## src/rtl/neuron_pkg.sv

```systemverilog
// Shared fixed-point constants and the spike event record used by the neuron blocks.
package neuron_pkg;

  localparam int FRAC_BITS = 12;
  localparam logic signed [15:0] ONE  = 16'sd4096;
  localparam logic signed [15:0] HALF = 16'sd2048;

  // Event record at default widths; packed order is {ts, isi, peak}.
  typedef struct packed {
    logic [31:0]        ts;
    logic [31:0]        isi;
    logic signed [15:0] peak;
  } evt_t;

  function automatic int evt_width(input int ts_w, input int data_w);
    return 2 * ts_w + data_w;
  endfunction

endpackage

```

## src/rtl/event_fifo.sv

```systemverilog
// First-word-fall-through FIFO whose head is held in a register, so dout/valid
// come straight from flops. Handshake: a word leaves on a rising edge where
// valid and ready are both high; push succeeds unless full with no pop on the same edge.
module event_fifo #(
  parameter int WIDTH = 80,
  parameter int DEPTH = 8
) (
  input  logic             clk,
  input  logic             rst,
  input  logic             push,
  input  logic [WIDTH-1:0] din,
  output logic             full,
  output logic             empty,
  output logic             valid,
  input  logic             ready,
  output logic [WIDTH-1:0] dout
);

  localparam int AW = $clog2(DEPTH);
  localparam logic [AW:0] DEPTH_C = (AW + 1)'(DEPTH);

  logic [WIDTH-1:0] mem [DEPTH];
  logic [AW-1:0]    wr_ptr, rd_ptr, rd_ptr_n;
  logic [AW:0]      count, count_n, count_after_pop;
  logic             pop, push_ok;
  logic [WIDTH-1:0] head_n;

  assign full    = (count == DEPTH_C);
  assign empty   = (count == '0);
  assign pop     = valid & ready;
  assign push_ok = push & (~full | pop);

  assign rd_ptr_n        = rd_ptr + AW'(pop);
  assign count_after_pop = count - (AW + 1)'(pop);
  assign count_n         = count_after_pop + (AW + 1)'(push_ok);

  // Next head: the incoming word if nothing else remains, otherwise the stored one.
  always_comb begin
    head_n = mem[rd_ptr_n];
    if (count_after_pop == '0) head_n = din;
  end

  always_ff @(posedge clk) begin
    if (push_ok) mem[wr_ptr] <= din;
  end

  always_ff @(posedge clk or negedge rst) begin
    if (!rst) begin
      wr_ptr <= '0;
      rd_ptr <= '0;
      count  <= '0;
      valid  <= 1'b0;
      dout   <= '0;
    end else begin
      if (push_ok) wr_ptr <= wr_ptr + AW'(1);
      rd_ptr <= rd_ptr_n;
      count  <= count_n;
      valid  <= (count_n != '0);
      if (count_n != '0) dout <= head_n;
    end
  end

endmodule

```

## src/rtl/spike_detector.sv

```systemverilog
// Hysteresis spike detector: timestamps rising crossings, tracks the peak and
// queues {ts, isi, peak} events for a valid/ready consumer.
module spike_detector
  import neuron_pkg::*;
#(
  parameter int DATA_W     = 16,
  parameter int TS_W       = 32,
  parameter int FIFO_DEPTH = 8
) (
  input  logic                     clk,
  input  logic                     rst,
  input  logic signed [DATA_W-1:0] v_in,
  input  logic                     v_valid,
  input  logic signed [DATA_W-1:0] th_hi,
  input  logic signed [DATA_W-1:0] th_lo,
  output logic                     evt_valid,
  input  logic                     evt_ready,
  output logic [TS_W-1:0]          evt_ts,
  output logic [TS_W-1:0]          evt_isi,
  output logic signed [DATA_W-1:0] evt_peak,
  output logic [15:0]              spike_count,
  output logic                     overflow,
  output logic                     dbg_state
);

  localparam int EW = evt_width(TS_W, DATA_W);
  localparam logic [0:0] BELOW = 1'b0;
  localparam logic [0:0] ABOVE = 1'b1;

  logic [0:0]               state;
  logic [TS_W-1:0]          ts, rise_ts, prev_rise, isi;
  logic signed [DATA_W-1:0] peak;
  logic                     first;
  logic                     push, drop, fifo_full, fifo_empty;
  logic [EW-1:0]            fifo_din, fifo_dout;

  assign dbg_state = state;

  // The falling sample completes the spike and is never folded into peak.
  assign push     = v_valid && (state == ABOVE) && (v_in < th_lo);
  assign isi      = first ? '0 : rise_ts - prev_rise;
  assign fifo_din = {rise_ts, isi, peak};
  assign drop     = push & fifo_full & ~(~fifo_empty & evt_ready);

  always_ff @(posedge clk or negedge rst) begin
    if (!rst) begin
      state       <= BELOW;
      ts          <= '0;
      rise_ts     <= '0;
      prev_rise   <= '0;
      peak        <= '0;
      first       <= 1'b1;
      spike_count <= '0;
      overflow    <= 1'b0;
    end else begin
      if (drop) overflow <= 1'b1;
      if (v_valid) begin
        ts <= ts + TS_W'(1);
        case (state)
          BELOW: begin
            if (v_in >= th_hi) begin
              state   <= ABOVE;
              rise_ts <= ts;
              peak    <= v_in;
            end
          end
          ABOVE: begin
            if (v_in < th_lo) begin
              // Dropped spikes still advance the ISI reference and the count.
              state     <= BELOW;
              prev_rise <= rise_ts;
              first     <= 1'b0;
              if (spike_count != 16'hFFFF) spike_count <= spike_count + 16'd1;
            end else if (v_in > peak) begin
              peak <= v_in;
            end
          end
          default: state <= BELOW;
        endcase
      end
    end
  end

  event_fifo #(
    .WIDTH (EW),
    .DEPTH (FIFO_DEPTH)
  ) u_fifo (
    .clk   (clk),
    .rst   (rst),
    .push  (push),
    .din   (fifo_din),
    .full  (fifo_full),
    .empty (fifo_empty),
    .valid (evt_valid),
    .ready (evt_ready),
    .dout  (fifo_dout)
  );

  assign {evt_ts, evt_isi, evt_peak} = fifo_dout;

endmodule

```

## config.mk

```make
export PLATFORM = sky130hd
export DESIGN_NAME = spike_detector
export DESIGN_NICKNAME = d
export VERILOG_FILES = /design/src/rtl/neuron_pkg.sv /design/src/rtl/event_fifo.sv /design/src/rtl/spike_detector.sv
export SDC_FILE = /design/constraint.sdc
export NUM_CORES = 1
export LEC_CHECK = 0
export BUFFER_PORTS_ARGS = -buffer_cell sky130_fd_sc_hd__buf_2
export CORE_UTILIZATION = 55
export CTS_BUF_LIST = sky130_fd_sc_hd__clkbuf_2
export CTS_CLUSTER_DIAMETER = 200
export DETAILED_ROUTE_END_ITERATION = 10
export PLACE_DENSITY = 0.75
export SYNTH_ARGS = -nofsm -noshare
export SYNTH_HDL_FRONTEND = slang
export SYNTH_HIERARCHICAL = 1
export SYNTH_SLANG_ARGS = --single-unit
export TNS_END_PERCENT = 5
```

## constraint.sdc

```tcl
create_clock -name clk -period 8.4 [get_ports clk]
set_input_delay 1.68 -clock clk [delete_from_list [all_inputs] [get_ports clk]]
set_output_delay 1.68 -clock clk [all_outputs]
set_load 0.01 [all_outputs]
```

==> results.cfg <==
[status]
outcome = completed

[synth]
ys_types = 74
synth_area_um2 = 37100
synth_edf_count = 640
synth.mux.area_fraction_pct = 11.3
synthCells = 2487
avgSynthCellArea_um2 = 14.9
ys_ff_latch = 862
syn-num-nets = 2627
yosysSeqAreaShare_pct = 66.8
synth_top_family_by_area = multiplexers
synth_flop_cell = edfxtp_1
synthAdderAreaFrac_pct = 2.99
synthArstFlopShare_pct = 25.8
synth_xor_area_share_pct = 1.74
synth_compound_area_share_pct = 9.66
synth-simple-area-share_pct = 4.86
yosysWarningCount = 6

[routing]
drt_iter0_drc = 1686
first_pass_iters = 5
viasPerCell = 6.10
totalWireLength_um = 88700
num_vias = 23110
drc_errors = 0
ant_nets = 0
wl_per_cell_um = 23.4

[global_route]
antenna_found_initial = 1
grt_max_degree = 149
first_global_vias = 23850
grt_pass1_wl_um = 136000
gr-usage-all-layers_pct = 26.4
gr-total-overflow = 0

[layout]
fillCellCount = 5027
drive_gt1_share_pct = 31.7
syn_to_final_growth_pct = 9.51
final_common_cell = edfxtp_1
final_core_util_pct = 61.4
final_cell_mix = edfxtp_1 (640), mux2_2 (371), clkbuf_2 (316)
nets = 2883

[sta]
worst_slack_ps = 3230
hold_violations = 0
drv_slew = 0
fin_skew_ps = 118
rsz0062_at_grt = no
max_freq_ghz = 0.193
maxSlewHeadroom_pct = 17.0
worst_pin_slew_ps = 1230
final.setup.tns_ps = 0
fin_crit_sh_pct = 61.5
fin_crit_ps = 5170
setup_violations = 0

[power_and_ir_drop]
powerDensity_nw_per_um2 = 415
p_leak_nw = 15.5
ir_drop_mv = 0.417

[setup_path]
ff2ff_setup_slack_ps = 3930
cp_data_arrival_time_ps = 6370
cp_cell_sequence = buf_2, ha_1, a21o_1, a21oi_1, a21oi_1, a21bo_2, a31oi_1, buf_4, clkinv_1, a21boi_1, ha_1, or3b_1, xor3_4, and2_4, clkinv_4, o22a_1
cp_max_fo = 80
max_stage_delay_ps = 680
critPathBufInv = 4
critPathCaptureType = flip-flop
crit_type = primary input to flip-flop
cp_top_family = compound AO/OA/AOI/OAI gates
cp_slowest_cell = clkinv_4
cp_data_required_time_ps = 9600
start_kind = primary input

[floorplan]
die_x_um = 262
num_io_pins = 151
start_util_pct = 56.0
num_rows = 94
die_h_um = 262
dieArea_um2 = 68500
core_um2 = 66200

[clock_tree]
htree_levels = 4
cts_buffers = 204
cts_tree = done
cts_hold_repair.buffers = 0
clockRootBuffer = clkbuf_2
cts_buffer_depth = 3
ctsResizeCount = 0
clock-sinks = 862
clkLatencyLatePin_ps = 1410
cts_setup_buffers = 0
clk_pin_slew_worst_paths_ps = 100

[min_path]
min_path_type = primary input to async pin

[place]
place_congestion = 0.893
dp_worst_setup_slack_ps = 1920
dpl.hpwl_um = 48700
portBuffers = 150

[flow_run]
maxCapViolCount = 0
-- metrics by stage --
step / std cells / area (um2) / total power, mW / hold WS [ps]
after floorplan: 2487 / 37100 / 11.9 / 436
after CTS: 3785 / 40600 / 16.9 / 246
final: 3786 / 40600 / 16.9 / 301
after detailed placement: 3401 / 38700 / 14.2 / 466
after global placement: 3401 / 38700 / 13.9 / 459
after global routing: 3786 / 40600 / 17.7 / 287
-- cell families (layout without fill, tap and decap cells) --
| group | after synthesis | after routing |
|---|---|---|
| fa+ha+maj | 88 | 88 |
| flops | 862 | 862 |
| compound gates | 496 | 496 |
| mux | 372 | 372 |
| xor+xnor | 72 | 72 |
| other cells | 0 | 1 |
| buf+inv | 229 | 663 |
| simple gates | 368 | 368 |
-- registers in the layout, summed over array words and instances, names as in the netlist --
signal / count
overflow: 1
peak: 16
prev_rise: 32
u_fifo/valid: 1
dbg_state: 1
u_fifo/wr_ptr: 3
spike_count: 16
u_fifo/count: 4
rise_ts: 32
u_fifo/rd_ptr: 3
u_fifo/dout: 80
ts: 32
first: 1
u_fifo/mem: 640
-- synthesized netlist by cell type (all sizes together) (3+ instances only) --
master	count	area, um2
a21o	13	97.6
a311oi	4	41.3
nand3	23	115
o21ai	56	280
a2111oi	6	90.1
nand2	88	330
a22o	80	701
o31ai	3	22.5
o22a	80	702
o31a	3	35.0
dfrtp	221	5530
o21bai	5	37.5
and2	6	40.0
edfxtp	640	19200
and4	3	26.3
clkbuf	96	360
o211ai	6	45.0
a21oi	46	238
or4	3	22.5
xor2	26	228
nand2b	9	56.3
or2	4	25.0
buf	36	277
and3	14	87.6
nor4	8	50.1
o21a	7	52.6
a211oi	10	75.1
nor3	102	515
a31oi	6	52.6
nand4	19	119
inv	95	357
nor2	68	255
xnor2	45	394
mux2	371	4180
o22ai	160	1000
ha	87	1090
nor2b	8	57.6
or3	4	25.0
-- worst reg2reg max path: cells and delay by family, from the launching register on --
family	cells	cell delay, ps
XOR/XNOR	1	610
AO/OA/AOI/OAI	3	1030
flip-flops	1	500
adder cells (fa/ha/maj)	1	260
AND/OR/NAND/NOR	4	920
buffers and inverters	3	980
-- report_power, final --
part,switching [mW],internal (mW)
logic,4.57,3.11
clock network,1.66,1.02
registers,0.466,6.02
-- path summary, 6_finish.rpt --
path	cells after the start	endpoint	start
max in group asynchronous	2	prev_rise[8]$_DFFE_PN0P_	rst
worst max-delay path	16	u_fifo/dout[30]$_DFFE_PN0P_	v_in[10]
worst min register to register	1	ts[31]$_DFFE_PN0P_	ts[31]$_DFFE_PN0P_
worst max register to register	12	u_fifo/dout[30]$_DFFE_PN0P_	dbg_state$_DFFE_PN0P_
min in group clk	1	ts[31]$_DFFE_PN0P_	ts[31]$_DFFE_PN0P_
worst min-delay path	1	spike_count[5]$_DFFE_PN0P_	rst
-- per-layer routing --
layer | global-route usage [%] | up-vias | part of all wire (%)
li1 | - | 10285 | -
met1 | 33.6 | 11766 | 41
met2 | 45.0 | 905 | 51
met3 | 4.85 | 154 | 6.3
met4 | 10.5 | 0 | 2.5
met5 | 0 | - | 0
-- cell type report --
| cell class | count | area [um2] | share of cell area [%] |
|---|---|---|---|
| flip-flops and latches | 862 | 24800 | 61.0 |
| multi-input cells | 1396 | 11400 | 28.1 |
| clock buffers | 316 | 1580 | 3.89 |
| well taps | 864 | 1080 | 2.66 |
| repair buffers | 182 | 1080 | 2.65 |
| inverters | 97 | 369 | 0.908 |
| clock inverters | 68 | 319 | 0.785 |
| diodes | 1 | 2.50 | 0.00616 |
Note: power is estimated with default switching activity, not from simulation.
